File: src/rtl/definitions.vh
// Shared project-wide macros: default datapath word size and register count.
`ifndef DEFINITIONS_VH
`define DEFINITIONS_VH
`define WORD 16
`define REGFILE_DEPTH 32
`endif

File: src/rtl/regfile_multiport_pkg.sv
// Types shared by the multi-port register file and its clear controller.
`include "definitions.vh"

package regfile_multiport_pkg;

   typedef enum logic {
      StClear = 1'b0,
      StReady = 1'b1
   } clr_state_e;

endpackage

File: src/rtl/regfile_clear_ctrl.sv
// Post-reset sweep controller: zeroes one entry per cycle, then hands the array over.
module regfile_clear_ctrl
   import regfile_multiport_pkg::*;
#(
   parameter  int unsigned DEPTH = 32,
   localparam int unsigned AW    = $clog2(DEPTH)
) (
   input  logic          clk,
   input  logic          rst_n,
   output logic          o_clr_we,
   output logic [AW-1:0] o_clr_addr,
   output logic          o_init_busy
);

   localparam logic [AW-1:0] LastAddr = AW'(DEPTH - 1);

   clr_state_e    r_state;
   clr_state_e    w_state_next;
   logic [AW-1:0] r_clr_cnt;
   logic [AW-1:0] w_clr_cnt_next;

   always_ff @(posedge clk or negedge rst_n) begin
      if (!rst_n) begin
         r_state   <= StClear;
         r_clr_cnt <= '0;
      end else begin
         r_state   <= w_state_next;
         r_clr_cnt <= w_clr_cnt_next;
      end
   end

   always_comb begin
      w_state_next   = r_state;
      w_clr_cnt_next = r_clr_cnt;
      unique case (r_state)
         StClear: begin
            w_clr_cnt_next = r_clr_cnt + 1'b1;
            if (r_clr_cnt == LastAddr) begin
               w_state_next   = StReady;
               w_clr_cnt_next = '0;
            end
         end
         StReady: w_state_next = StReady;
         default: w_state_next = StClear;
      endcase
   end

   always_comb begin
      o_clr_we    = (r_state == StClear);
      o_init_busy = (r_state == StClear);
      o_clr_addr  = r_clr_cnt;
   end

endmodule

File: src/rtl/regfile_multiport.sv
// Register file with one write port, NUM_RD registered read ports, write-first
// bypass and an optional hardwired-zero top register.
`include "definitions.vh"

module regfile_multiport
   import regfile_multiport_pkg::*;
#(
   parameter  int unsigned WIDTH    = `WORD,
   parameter  int unsigned DEPTH    = `REGFILE_DEPTH,
   parameter  int unsigned NUM_RD   = 2,
   parameter  int unsigned ZERO_REG = 1,
   localparam int unsigned AW       = $clog2(DEPTH)
) (
   input  logic                    clk,
   input  logic                    rst_n,
   input  logic                    regWrite,
   input  logic [AW-1:0]           write_reg,
   input  logic [WIDTH-1:0]        write_data,
   input  logic                    rd_en,
   input  logic [NUM_RD*AW-1:0]    read_reg,
   output logic [NUM_RD*WIDTH-1:0] read_data,
   output logic                    read_valid,
   output logic                    init_busy
);

   localparam logic [AW-1:0] ZeroAddr = AW'(DEPTH - 1);
   localparam logic          ZeroEn   = (ZERO_REG != 0);

   logic [WIDTH-1:0] r_mem [DEPTH];
   logic             w_clr_we;
   logic [AW-1:0]    w_clr_addr;
   logic             w_busy;
   logic             w_wr_fire;
   logic             w_rd_fire;
   logic             r_read_valid;

   regfile_clear_ctrl #(
      .DEPTH (DEPTH)
   ) u_clear_ctrl (
      .clk         (clk),
      .rst_n       (rst_n),
      .o_clr_we    (w_clr_we),
      .o_clr_addr  (w_clr_addr),
      .o_init_busy (w_busy)
   );

   // Writes to the zero register are dropped so the array entry itself stays 0.
   assign w_wr_fire = regWrite && !w_busy && !(ZeroEn && (write_reg == ZeroAddr));
   assign w_rd_fire = rd_en && !w_busy;

   // No reset on the array: only the clear sweep zeroes it.
   always_ff @(posedge clk) begin
      if (w_clr_we) begin
         r_mem[w_clr_addr] <= '0;
      end else if (w_wr_fire) begin
         r_mem[write_reg] <= write_data;
      end
   end

   always_ff @(posedge clk or negedge rst_n) begin
      if (!rst_n) begin
         r_read_valid <= 1'b0;
      end else begin
         r_read_valid <= w_rd_fire;
      end
   end

   for (genvar k = 0; k < NUM_RD; k++) begin : g_rd
      logic [AW-1:0]    w_addr;
      logic [WIDTH-1:0] w_data;
      logic [WIDTH-1:0] r_data;

      assign w_addr = read_reg[k*AW +: AW];

      always_comb begin
         if (ZeroEn && (w_addr == ZeroAddr)) begin
            w_data = '0;
         end else if (w_wr_fire && (write_reg == w_addr)) begin
            w_data = write_data;
         end else begin
            w_data = r_mem[w_addr];
         end
      end

      always_ff @(posedge clk or negedge rst_n) begin
         if (!rst_n) begin
            r_data <= '0;
         end else if (w_rd_fire) begin
            r_data <= w_data;
         end
      end

      assign read_data[k*WIDTH +: WIDTH] = r_data;
   end

   assign read_valid = r_read_valid;
   assign init_busy  = w_busy;

endmodule

File: config.mk
export PLATFORM = sky130hd
export DESIGN_NAME = regfile_multiport
export DESIGN_NICKNAME = d
export VERILOG_FILES = /design/src/rtl/regfile_multiport_pkg.sv /design/src/rtl/regfile_clear_ctrl.sv /design/src/rtl/regfile_multiport.sv
export VERILOG_INCLUDE_DIRS = /design/src /design/src/rtl
export SDC_FILE = /design/constraint.sdc
export NUM_CORES = 1
export LEC_CHECK = 0
export ABC_AREA = 1
export CAP_MARGIN = 0
export CORE_ASPECT_RATIO = 0.6
export CORE_MARGIN = 4
export CORE_UTILIZATION = 39
export CTS_CLUSTER_SIZE = 28
export DETAILED_ROUTE_END_ITERATION = 10
export HOLD_SLACK_MARGIN = 0.15
export PLACE_DENSITY = 0.52
export SLEW_MARGIN = 20
export SYNTH_ARGS = -nofsm -noshare
export SYNTH_HDL_FRONTEND = slang
export SYNTH_SLANG_ARGS = --single-unit
File: constraint.sdc
create_clock -name clk -period 4.9 [get_ports clk]
set_input_delay 0.98 -clock clk [delete_from_list [all_inputs] [get_ports clk]]
set_output_delay 0.98 -clock clk [all_outputs]
set_load 0.01 [all_outputs]
[After elaboration in Yosys (flattened, before gate mapping)]
Memories as Yosys holds them, arrays and structs flattened.
Cells that the tools add are included.
Operators by class
  add/sub/neg operators: 1
  equality and inequality tests: 6
  muxes and demuxes: 14
  bitwise logic cells: 1
  reduce and logical (&&, ||, !) cells: 7
Operators by type and width (number)
  two-way mux 16 bit: 5
  == test 5 bit (second input constant): 4
  OR reduction 16 bit: 1
  == test 5 bit: 2
  two-way mux 5 bit: 2
  two-way mux 1 bit: 6
  adder 5 x 1 -> 5 bit (second input constant): 1
  logical AND 1 bit: 5
  one-hot mux 1 bit (2 select lines): 1
  logical NOT 1 bit: 1
  inverter 1 bit: 1
Word-level totals
  bits in registers: 39
  RAM bits: 512
  input port bits: 35
  output and inout bits: 34
  word-level logic and storage cells: 35
  memories kept: 1
Memory list
  r_mem: words 32, width 16, rd ports 2, clocked after memory_dff 0, write ports 1, RTL line regfile_multiport.sv:29  | logic [WIDTH-1:0] r_mem [DEPTH];

[Depth between registers and ports, before layout]
  depth after elaboration: 8
  depth in mapped cells: 16
  depth with buffers taken out: 13

[By module]
From an unflattened synthesis, not the netlist that was laid out.
Unflattened totals
  cells, all modules: 3451
  area, all modules: 28388.5 sq um
By module, submodules not included
  regfile_multiport: instances 1, cells each 3418, area each 28096.9 sq um, sequential area each 16200.5 sq um
  regfile_clear_ctrl: instances 1, cells each 33, area each 291.5 sq um, sequential area each 150.1 sq um

[Worst setup path after synthesis]
OpenSTA, ideal clock, no wires.
  path kind: input-to-reg
  start point: in write_reg[3]
  end point: mem r_mem[28][0] in the netlist's numbering (enable)
  setup time: 0.388 ns
  arrival time: 2.545 ns
  data required time: 4.512 ns
  slack: 1.967 ns
  stages on the path: 9
  buffers on the path: 0
  cell sequence: nand2_1 > inv_1 > nand3_2 > nand3_4 > o21ai_0 > inv_1 > nor2_1 > nand2_1 > nor2_1
Between the ends
  cells in the longest elaborated chain, start to end: 8
  elaborated cells between the ends (all ways): 9
  those cells by class: eq/ne: 1; mux: 5; reduce/logical: 3
Ends and longest elaborated chain
  start, declared: RTL line regfile_multiport.sv:17  | input logic [AW-1:0] write_reg,
  == test 5 bit: RTL line regfile_multiport.sv:48  | assign w_wr_fire = regWrite && !w_busy && !(ZeroEn && (write_reg == ZeroAddr));
  logical NOT 1 bit: RTL line regfile_multiport.sv:48
  logical AND 1 bit: RTL line regfile_multiport.sv:48
  two-way mux 1 bit: RTL line regfile_multiport.sv:55  | end else if (w_wr_fire) begin
  two-way mux 1 bit: RTL line regfile_multiport.sv:53  | if (w_clr_we) begin
  two-way mux 1 bit (implied by the code): RTL line regfile_multiport.sv:56  | r_mem[write_reg] <= write_data;
  OR reduction 16 bit (no line)
  two-way mux 5 bit (no line) or two-way mux 1 bit (tied branches)
  end, declared: RTL line regfile_multiport.sv:29
Parallel ways exist; a longest one is shown, timed or not.

[Worst setup path in the final report]
  start point: in write_reg[3]
  end point: mem r_mem[10][14] in the netlist's numbering (enable)
The elaborated chain is that of the path after synthesis.

==> results.sh <==
export IMPL_syn_avg_cell_area_sq_um=7.847
export IMPL_layout_commonest_cell="nand2_1"
export IMPL_placedCellCount=4783
export IMPL_worstSetupPathType="in2reg"
export IMPL_setup_viol=0
export IMPL_wl_microns=118900
export IMPL_synth_compound_area_frac=0.01330
export IMPL_synthToLayoutAreaGrowth_pct=12.03
export IMPL_synth_top_family_by_area="simple AND/OR/NAND/NOR gates"
export IMPL_grt_first_pass_wirelength_microns=170700
export IMPL_gp_congestion=0.9568
export IMPL_synth_cells=3823
export IMPL_cp_slowest_cell="clkdlybuf4s50_1"
export IMPL_crit_top_cell="nand2_1"
export IMPL_yosys_warnings=0
export IMPL_crit_path_end_kind="flop"
export IMPL_setup_ws_ps=1306
export IMPL_start_kind="input pin"
export IMPL_grt_pass1_vias=23530
export IMPL_grt_usage=0.2853
export IMPL_overflow=0
export IMPL_drc=0
export IMPL_drive_gt1_frac=0.06483
export IMPL_syn_area_sq_mm=0.03000
export IMPL_hold_viol=0
export IMPL_post_cts_buffers=0
export IMPL_min_path_type="reg2reg"
export IMPL_vias=26120
export IMPL_io_pins=69
export IMPL_cp_max_fo=20
export IMPL_nets=3877
export IMPL_p_leak_uw=0.01568
export IMPL_fin_total_pwr_uw=10880
export IMPL_synth_xor_area_frac=0.002336
export IMPL_rr_worst_depth=7
export IMPL_grt_max_degree=104
export IMPL_synth_adder_area_share=0.0008341
export IMPL_worst_slew_pin_slew_ps=1136
export IMPL_synth_simple_area_share=0.3351
export IMPL_status="completed"
export IMPL_cts_root_buf="clkbuf_16"
export IMPL_clockBufferDepth=3
export IMPL_io_buffers=68
export IMPL_drv_cap=0
export IMPL_yosysSeqAreaShare=0.5450
export IMPL_syn_nets=3860
export IMPL_cts_hold_buffers=0
export IMPL_power_density_mw_per_mm2=323.7
export IMPL_period_minus_slack_ps=3594
export IMPL_place_ws_ps=835.8
export IMPL_final_antenna_net_count=0
export IMPL_hold_start="g_rd[0].r_data[15]"
export IMPL_finalCritPeriodShare=0.7335
export IMPL_reg2reg_to="r_mem[10][14]"
export IMPL_routed_via_density=5.344
export IMPL_worstReg2RegStart="u_clear_ctrl.r_state"
export IMPL_antenna_found_initial=4
export IMPL_clkSinkCount=551
export IMPL_h_tree_depth=2
export IMPL_fin_cells=4888
export IMPL_cp_arrival_ps=3920
export IMPL_start_util=0.3951
export IMPL_drt_iter0_drc=3880
export IMPL_r2r_slack_ps=1860
export IMPL_cts_reportedPaths_clkPinSlew_ps=60
export IMPL_hold_path_depth=2
export IMPL_cts_resized=0
export IMPL_rsz0062_at_grt="false"
export IMPL_clock_fmax_mhz=278.2
export IMPL_die_w_microns=366.1
export IMPL_hpwl_microns=77390
export IMPL_core_sq_mm=0.07593
export IMPL_max_stage_delay_ps=610
export IMPL_cts_buffers=55
export IMPL_most_common_layout_cells="1693 x nand2_1, 582 x nand3_1, 512 x edfxtp_1"
export IMPL_crit_chain="clkdlybuf4s50_1 -> nand2_1 -> inv_1 -> nand3_2 -> nand3_4 -> buf_4 -> nand2_1 -> o21ai_0 -> inv_1 -> nor2_1 -> nand2_1 -> nor2_1 -> buf_4"
export IMPL_clock_skew_ps=23.91
export IMPL_wl_per_cell_microns=24.32
export IMPL_max_slew_margin_rel=0.2349
export IMPL_ys_seq_elements=551
export IMPL_required_ps=5220
export IMPL_synth_cell_types=32
export IMPL_drv_slew=0
export IMPL_tns_ps=0
export IMPL_cts_tree="yes"
export IMPL_synth_mux_area_frac=0
export IMPL_irDropWorstVdd_mv=0.2618
export IMPL_clock_latency_ps=650
export IMPL_holdPathEnd="g_rd[0].r_data[15]"
export IMPL_die_h_microns=222.8
export IMPL_die_area_sq_mm=0.08157
export IMPL_drt_first_pass_iters=6
export IMPL_rows=78
export IMPL_final_util=0.4426
## cell type report
type | count | area, sq um
Fill cell | 7599 | 42320
Sequential cell | 551 | 16350
Multi-Input combinational cell | 2530 | 10640
Inverter | 525 | 1997
Timing Repair Buffer | 177 | 1664
Clock buffer | 72 | 1493
Tap cell | 1000 | 1251
Clock inverter | 32 | 215.2
Antenna cell | 1 | 2.502
## metal layers
layer / vias to the layer above / wire (microns) / GRT usage
li1: 12110 / - / -
met4: 4 / 2706 / 0.06653
met2: 1641 / 43660 / 0.3593
met5: - / 26 / 0
met3: 140 / 16710 / 0.09586
met1: 12230 / 55770 / 0.4567
## synthesized netlist by cell type (all sizes together)
library cell | instances | share of area
edfxtp | 512 | 0.51
nor3 | 5 | 0.00083
dfrtp | 39 | 0.033
clkinv | 5 | 0.00083
a21oi | 68 | 0.012
inv | 520 | 0.065
nand4 | 33 | 0.0069
ha | 2 | 0.00083
xor2 | 4 | 0.0012
clkbuf | 31 | 0.0039
o21ai | 6 | 0.0013
nand2 | 1694 | 0.21
a31oi | 1 | 0.00021
buf | 186 | 0.034
xnor2 | 4 | 0.0012
nor3b | 1 | 0.00025
nor2 | 126 | 0.016
nand3 | 586 | 0.099
## state kept, by name, summed over array words and instances (netlist names)
signal,flops
r_mem,512
g_rd.r_data,32
u_clear_ctrl.o_clr_addr,5
read_valid,1
u_clear_ctrl.r_state,1
## through the flow
step	hold slack, ps	cell area (sq um)
3_3_place_gp	468.7	31900
3_5_place_dp	468.8	31900
6_report	479.3	33610
2_1_floorplan	496.5	30000
5_1_grt	518.1	33610
4_1_cts	484.6	33610
## critical path, delay by kind of cell
kind / cells / cell delay (ps)
buf+inv: 5 / 1480
compound gates: 1 / 440
simple gates: 7 / 1000
## kinds of logic (layout without fill, tap and decap cells)
family | after synthesis | in the layout
adders and majority gates | 2 | 2
buffers and inverters | 742 | 806
and+or+nand+nor | 2445 | 2445
DFF | 551 | 551
xor gates and xnor gates | 8 | 8
other | 0 | 1
AOI/OAI and AO/OA | 75 | 75
## report_power, final
| part | switching, uW | internal, uW |
|---|---|---|
| Clock | 1950 | 2250 |
| Combinational | 1070 | 378 |
| Sequential | 36.8 | 5190 |
## how the worst max path moves through the flow
stage,from,endpoint,slack (ps),cells after the start
finish,write_reg[3],r_mem[10][14],1310,13
global route,write_reg[3],r_mem[10][14],1180,13
CTS,write_reg[3],r_mem[10][14],1510,13
detailed placement,write_reg[3],r_mem[10][1],840,13
global placement,write_reg[3],r_mem[10][1],810,13
floorplan,write_reg[3],r_mem[28][0],1970,9
Note: power is estimated with default switching activity, not from simulation.
